### config.mk
export PLATFORM = sky130hd
export DESIGN_NAME = systolic_array_nxn_ctrl
export DESIGN_NICKNAME = d
export VERILOG_FILES = /design/src/rtl/systolic_pkg.sv /design/src/rtl/systolic_pe_en.sv /design/src/rtl/systolic_array_nxn_ctrl.sv
export SDC_FILE = /design/constraint.sdc
export NUM_CORES = 2
export LEC_CHECK = 0
export ABC_AREA = 1
export BUFFER_PORTS_ARGS = -buffer_cell sky130_fd_sc_hd__buf_2
export CORE_MARGIN = 2
export CORE_UTILIZATION = 35
export DETAILED_ROUTE_END_ITERATION = 10
export HOLD_SLACK_MARGIN = 0.02
export SLEW_MARGIN = 20
export SYNTH_ARGS = -nofsm -noshare
export SYNTH_HDL_FRONTEND = slang
export SYNTH_SLANG_ARGS = --single-unit
### constraint.sdc
create_clock -name clk -period 6.1 [get_ports clk]
set_clock_uncertainty 0.15 [all_clocks]
set_input_delay 1.22 -clock clk [delete_from_list [all_inputs] [get_ports clk]]
set_output_delay 1.22 -clock clk [all_outputs]
set_load 0.02 [all_outputs]
### src/rtl/systolic_pkg.sv
// rtl/systolic_pkg.sv - shared types, defaults and helpers for the systolic array engine
package systolic_pkg;

    localparam int DEF_DIM    = 4;
    localparam int DEF_DATA_W = 8;
    localparam int DEF_ACC_W  = 20;
    localparam int DEF_KLEN_W = 8;

    typedef enum logic [1:0] {
        IDLE   = 2'd0,
        LOAD   = 2'd1,
        FLUSH  = 2'd2,
        RESULT = 2'd3
    } state_t;

    // Cycles needed after the last beat for it to reach the far corner PE
    function automatic int flush_len(input int dim);
        return 2 * dim - 2;
    endfunction

endpackage

### src/rtl/systolic_pe_en.sv
// rtl/systolic_pe_en.sv - enabled multiply-accumulate PE; SYSTOLIC_SIGNED_EN selects signed operands
import systolic_pkg::*;

module systolic_pe_en #(
    parameter int DATA_W = DEF_DATA_W,
    parameter int ACC_W  = DEF_ACC_W
) (
    input  logic              clk,
    input  logic              resetn,
    input  logic              en,
    input  logic              clr,
    input  logic [DATA_W-1:0] in_a,
    input  logic [DATA_W-1:0] in_b,
    output logic [DATA_W-1:0] out_a,
    output logic [DATA_W-1:0] out_b,
    output logic [ACC_W-1:0]  out_c
);

    logic [2*DATA_W-1:0] prod;
    logic [ACC_W-1:0]    prod_ext;

    // Full-width product, extended into the accumulator width
    always_comb begin
`ifdef SYSTOLIC_SIGNED_EN
        prod     = $signed({{DATA_W{in_a[DATA_W-1]}}, in_a}) *
                   $signed({{DATA_W{in_b[DATA_W-1]}}, in_b});
        prod_ext = ACC_W'($signed(prod));
`else
        prod     = {{DATA_W{1'b0}}, in_a} * {{DATA_W{1'b0}}, in_b};
        prod_ext = ACC_W'(prod);
`endif
    end

    // Accumulate and forward operands only when the array advances
    always_ff @(posedge clk) begin
        if (!resetn || clr) begin
            out_a <= '0;
            out_b <= '0;
            out_c <= '0;
        end else if (en) begin
            out_a <= in_a;
            out_b <= in_b;
            out_c <= out_c + prod_ext;
        end
    end

endmodule

### src/rtl/systolic_array_nxn_ctrl.sv
// rtl/systolic_array_nxn_ctrl.sv - DIMxDIM output-stationary matmul engine with skew, flush and row readout; SYSTOLIC_SIGNED_EN enables signed mode
import systolic_pkg::*;

module systolic_array_nxn_ctrl #(
    parameter int DIM    = DEF_DIM,
    parameter int DATA_W = DEF_DATA_W,
    parameter int ACC_W  = DEF_ACC_W,
    parameter int KLEN_W = DEF_KLEN_W,
    localparam int ROW_W = (DIM > 1) ? $clog2(DIM) : 1
) (
    input  logic                  clk,
    input  logic                  resetn,
    input  logic                  start,
    input  logic [KLEN_W-1:0]     k_len,
    input  logic                  in_valid,
    output logic                  in_ready,
    input  logic [DIM*DATA_W-1:0] a_vec,
    input  logic [DIM*DATA_W-1:0] b_vec,
    output logic                  out_valid,
    input  logic                  out_ready,
    output logic [ROW_W-1:0]      out_row,
    output logic [DIM*ACC_W-1:0]  out_data,
    output logic                  busy
);

    localparam int FLUSH_CYC = flush_len(DIM);
    localparam int CNT_W     = KLEN_W + $clog2(2 * DIM);

    state_t             state;
    logic [CNT_W-1:0]   cnt;
    logic               adv;
    logic               clr;

    logic [DATA_W-1:0]  a_src  [DIM];
    logic [DATA_W-1:0]  b_src  [DIM];
    logic [DATA_W-1:0]  a_edge [DIM];
    logic [DATA_W-1:0]  b_edge [DIM];
    logic [DATA_W-1:0]  a_h    [DIM][DIM+1];
    logic [DATA_W-1:0]  b_v    [DIM+1][DIM];
    logic [ACC_W-1:0]   acc    [DIM][DIM];

    // One global advance: accepted beats in LOAD, every cycle in FLUSH
    assign adv = (in_ready && in_valid) || (state == FLUSH);
    assign clr = (state == IDLE) && start;

    // Operands enter only during LOAD; zeros are pushed while flushing
    always_comb begin
        for (int i = 0; i < DIM; i++) begin
            a_src[i] = (state == LOAD) ? a_vec[i*DATA_W +: DATA_W] : '0;
            b_src[i] = (state == LOAD) ? b_vec[i*DATA_W +: DATA_W] : '0;
        end
    end

    // Job sequencing with registered handshake and status outputs
    always_ff @(posedge clk) begin
        if (!resetn) begin
            state     <= IDLE;
            cnt       <= '0;
            in_ready  <= 1'b0;
            out_valid <= 1'b0;
            out_row   <= '0;
            busy      <= 1'b0;
        end else begin
            case (state)
                IDLE: begin
                    if (start) begin
                        cnt     <= CNT_W'(k_len);
                        out_row <= '0;
                        busy    <= 1'b1;
                        if (k_len == '0) begin
                            state     <= RESULT;
                            out_valid <= 1'b1;
                        end else begin
                            state    <= LOAD;
                            in_ready <= 1'b1;
                        end
                    end
                end
                LOAD: begin
                    if (in_valid) begin
                        cnt <= cnt - 1'b1;
                        if (cnt == CNT_W'(1)) begin
                            in_ready <= 1'b0;
                            if (FLUSH_CYC == 0) begin
                                state     <= RESULT;
                                out_valid <= 1'b1;
                            end else begin
                                state <= FLUSH;
                                cnt   <= CNT_W'(FLUSH_CYC - 1);
                            end
                        end
                    end
                end
                FLUSH: begin
                    if (cnt == '0) begin
                        state     <= RESULT;
                        out_valid <= 1'b1;
                    end else begin
                        cnt <= cnt - 1'b1;
                    end
                end
                RESULT: begin
                    if (out_ready) begin
                        if (out_row == ROW_W'(DIM - 1)) begin
                            state     <= IDLE;
                            out_valid <= 1'b0;
                            busy      <= 1'b0;
                            out_row   <= '0;
                        end else begin
                            out_row <= out_row + 1'b1;
                        end
                    end
                end
                default: state <= IDLE;
            endcase
        end
    end

    // Input skew: row i of A and column i of B are delayed by i advances
    for (genvar i = 0; i < DIM; i++) begin : g_skew
        if (i == 0) begin : g_direct
            assign a_edge[i] = a_src[i];
            assign b_edge[i] = b_src[i];
        end else begin : g_dly
            logic [DATA_W-1:0] a_sr [i];
            logic [DATA_W-1:0] b_sr [i];

            // Delay line shifting in lockstep with the array
            always_ff @(posedge clk) begin
                if (!resetn || clr) begin
                    for (int d = 0; d < i; d++) begin
                        a_sr[d] <= '0;
                        b_sr[d] <= '0;
                    end
                end else if (adv) begin
                    a_sr[0] <= a_src[i];
                    b_sr[0] <= b_src[i];
                    for (int d = 1; d < i; d++) begin
                        a_sr[d] <= a_sr[d-1];
                        b_sr[d] <= b_sr[d-1];
                    end
                end
            end

            assign a_edge[i] = a_sr[i-1];
            assign b_edge[i] = b_sr[i-1];
        end
        assign a_h[i][0] = a_edge[i];
        assign b_v[0][i] = b_edge[i];
    end

    // PE grid: A flows right along rows, B flows down columns
    for (genvar i = 0; i < DIM; i++) begin : g_row
        for (genvar j = 0; j < DIM; j++) begin : g_col
            systolic_pe_en #(
                .DATA_W (DATA_W),
                .ACC_W  (ACC_W)
            ) u_pe (
                .clk    (clk),
                .resetn (resetn),
                .en     (adv),
                .clr    (clr),
                .in_a   (a_h[i][j]),
                .in_b   (b_v[i][j]),
                .out_a  (a_h[i][j+1]),
                .out_b  (b_v[i+1][j]),
                .out_c  (acc[i][j])
            );
        end
    end

    // Present the selected accumulator row; zero whenever no row is offered
    always_comb begin
        out_data = '0;
        if (out_valid) begin
            for (int r = 0; r < DIM; r++) begin
                if (out_row == ROW_W'(r)) begin
                    for (int j = 0; j < DIM; j++) begin
                        out_data[j*ACC_W +: ACC_W] = acc[r][j];
                    end
                end
            end
        end
    end

endmodule

==> results by group <==
Run status
  – Status: complete, no violations

Logic synthesis
  – Yosys warnings: 0
  – Register area share after synthesis: 0.188
  – Netlist Area Pre-Place: 71900 µm²
  – Avg Synthesized Cell Area: 7.04 µm²
  – Synth Instances: 10226
  – Yosys reg bits: 626
  – Yosys cell types: 34
  – Post-synth EDFFs: 96
  – Synth Net Count: 11771
  – Synth area leader: fa_1
  – Top cell type's share of synthesized area: 0.223
  – Top cells by area, synth: fa_1 (22%), inv_1 (15%), dfxtp_1 (15%)
  – Fraction of registers with async set or reset after synthesis: 0
  – Prevailing post-synth register cell: dfxtp_1

CTS
  – Total CTS buffers: 84
  – CTS H-tree depth: 3
  – # Post-CTS Setup Buffers: 0
  – Clk slew on worst S/H paths: 60 ps
  – Clock Tree Root: clkbuf_16
  – CTS hold repair buffers: 0
  – TritonCTS clock tree: yes
  – CTS Buffer Depth: 3
  – Post-CTS resize count: 0
  – Clk sinks: 626
  – Skew-Pair Late Insertion Delay: 730 ps

Power and ir drop
  – Cell-internal power: 8.71 mW
  – Clock Power Share: 0.379
  – Seq pwr share: 0.361
  – Sw frac: 0.402
  – Power Density: 187 nW/µm²
  – Lkg Pwr: 43.1 nW
  – Part of the power in combinational logic: 0.261
  – Peak supply drop: 0.245 mV
  – Sw Pwr: 5.86 mW

Cells and area
  – Area delta synth->final: 8.07%
  – Share of cells above drive strength 1: 0.0478
  – Fillers: 21539
  – Nets: 11626

Timing
  – Post-route clock period utilization: 0.912
  – RSZ-0062 raised after global routing: false
  – Slew headroom: 0.259
  – Final count of negative-setup-slack endpoints: 0
  – Final hold slack: 301 ps
  – Final worst path period need: 5560 ps
  – Peak Freq: 0.180 GHz
  – Setup TNS: 0 ps
  – Final hold vios: 0
  – Slew Limit Fails: 0
  – Worst-margin pin slew: 1100 ps

Floorplan
  – Initial Util: 0.352
  – Die height: 457 µm
  – Core Region: 204000 µm²
  – Die X: 457 µm
  – Cell row count: 166
  – Die ar.: 209000 µm²
  – # IOs: 162

Drt
  – 1st-pass router iterations: 8
  – Initial DRC count: 4223
  – DR WL/cell: 16.9 µm
  – Avg Vias per Cell: 4.80
  – DRT Wirelength: 217000 µm
  – Drt drc: 0
  – Post-route ant nets: 0
  – DR vias: 61655

Global route
  – Number of global-route vias before repair: 62919
  – Total congestion overflow: 0
  – Initial antenna violation count: 2
  – Largest net degree at the start of global routing: 139
  – First-pass GRT wire length: 348000 µm
  – GRT Total Usage: 0.209

Placement
  – Hpwl dp: 172000 µm
  – PortBufs: 161
  – Final RePlAce weighted congestion: 0.931

Critical path
  – Startpoint types: register
  – Crit path DAT: 6060 ps
  – CP required: 6600 ps
  – Critical path endpoint category: register
  – CP Class: reg2reg
  – Crit path max fanout: 8

Job
  – Max-Cap Viols: 0

Worst hold path
  – Worst Hold Class: reg2reg
per-stage QoR:
step	cell area [µm²]	util	total power, mW	cells	worst slack, ps
global route	77800	0.380	15.2	12840	243
finish	77800	0.380	14.6	12842	536
CTS	77800	0.380	14.7	12840	516
detailed placement	74800	0.366	9.13	12683	540
floorplan	71900	-	7.40	10226	1180
global placement	74800	0.366	9.12	12683	575
kinds of logic after synthesis:
| family | share of synthesized area |
|---|---|
| simple gates | 0.199 |
| buf+inv | 0.173 |
| fa+ha+maj | 0.339 |
| compound gates | 0.0996 |
| flops | 0.188 |
| xor+xnor | 0.00134 |
cells in the mapped netlist (2+ instances only):
master	n
a211oi_1	14
and2_1	17
buf_6	11
clkbuf_1	348
fa_1	800
xnor2_1	2
o22ai_1	26
o22ai_2	99
o211ai_1	7
or2_2	11
nand2_1	2708
inv_2	4
o31ai_1	7
nand3b_1	53
inv_1	2835
buf_4	5
dfxtp_1	530
nand4_1	20
a21oi_1	375
o21ai_1	44
a22o_1	12
o21ai_0	588
xor2_1	9
nor3_1	41
nor2_2	2
nor2_1	464
buf_1	10
o21bai_1	52
nand3_1	302
buf_2	64
ha_1	668
edfxtp_1	96
routing by layer:
metal | GRT usage | routed length [µm]
met1 | 0.272 | 95200
met2 | 0.357 | 102000
met3 | 0.0268 | 12100
met4 | 0.0717 | 8170
met5 | 0 | 0
state kept, by name (all words and copies together), names as in the netlist, 2 cells and up:
register,flops
g_skew.g_dly.a_sr,48
g_skew.g_dly.b_sr,48
cnt,11
g_row.g_col.u_pe.out_c,320
state,2
g_row.g_col.u_pe.out_a,96
out_row,2
g_row.g_col.u_pe.out_b,96
worst paths after layout:
path / start / end / slack [ps] / cells after the start
worst max-delay path: state[1] / g_row[0].g_col[0].u_pe.out_c[18] / 540 / 23
worst min-delay path: g_row[0].g_col[1].u_pe.out_c[13] / g_row[0].g_col[1].u_pe.out_c[13] / 300 / 2
worst max register to register: state[1] / g_row[0].g_col[0].u_pe.out_c[18] / 540 / 23
worst min register to register: g_row[0].g_col[1].u_pe.out_c[13] / g_row[0].g_col[1].u_pe.out_c[13] / 300 / 2
cell usage in the layout (no fill, tap or decap), types with 41 or more instances in the layout:
cell / count
inv_1: 2831
nand2_1: 2706
fa_1: 800
ha_1: 664
o21ai_0: 588
dfxtp_1: 529
nor2_1: 464
a21oi_1: 375
nand3_1: 302
buf_2: 161
o22ai_2: 99
edfxtp_1: 96
clkbuf_16: 84
nand3b_1: 53
o21bai_1: 52
o21ai_1: 44
nor3_1: 41
power by group through the flow:
stage,Combinational (mW),Sequential (mW),Clock [mW]
final,3.80,5.25,5.52
after global routing,4.15,5.30,5.76
after CTS,3.81,5.24,5.62
after detailed placement,3.80,5.33,0
after global placement,3.80,5.32,0
after floorplan,2.64,4.75,0
critical path, stage by stage, from the launching register on:
cell and delay, ps:
dfxtp_1 340, inv_1 140, ha_1 650, nand2_1 430
inv_1 230, nand2_1 110, fa_1 540, inv_1 60
fa_1 500, fa_1 490, inv_1 50, fa_1 490
inv_1 40, ha_1 360, nand2_1 110, nor2_1 110
nand3_1 80, nand2_1 160, nand2_1 80, nand2_1 60
nand2_1 60, nand2_1 90, nand2_1 50, nor2_1 110
layout make-up:
class / count / area [µm²] / area share
Multi-Input combinational cell: 6323 / 46000 / 0.592
Antenna cell: 2 / 5.00 / 0.0000644
Timing Repair Buffer: 207 / 1230 / 0.0158
Inverter: 2839 / 10700 / 0.137
Tap cell: 2688 / 3360 / 0.0433
Sequential cell: 626 / 13500 / 0.174
Clock inverter: 59 / 753 / 0.00969
Clock buffer: 98 / 2220 / 0.0286
Power figures use the tool's default switching activity.
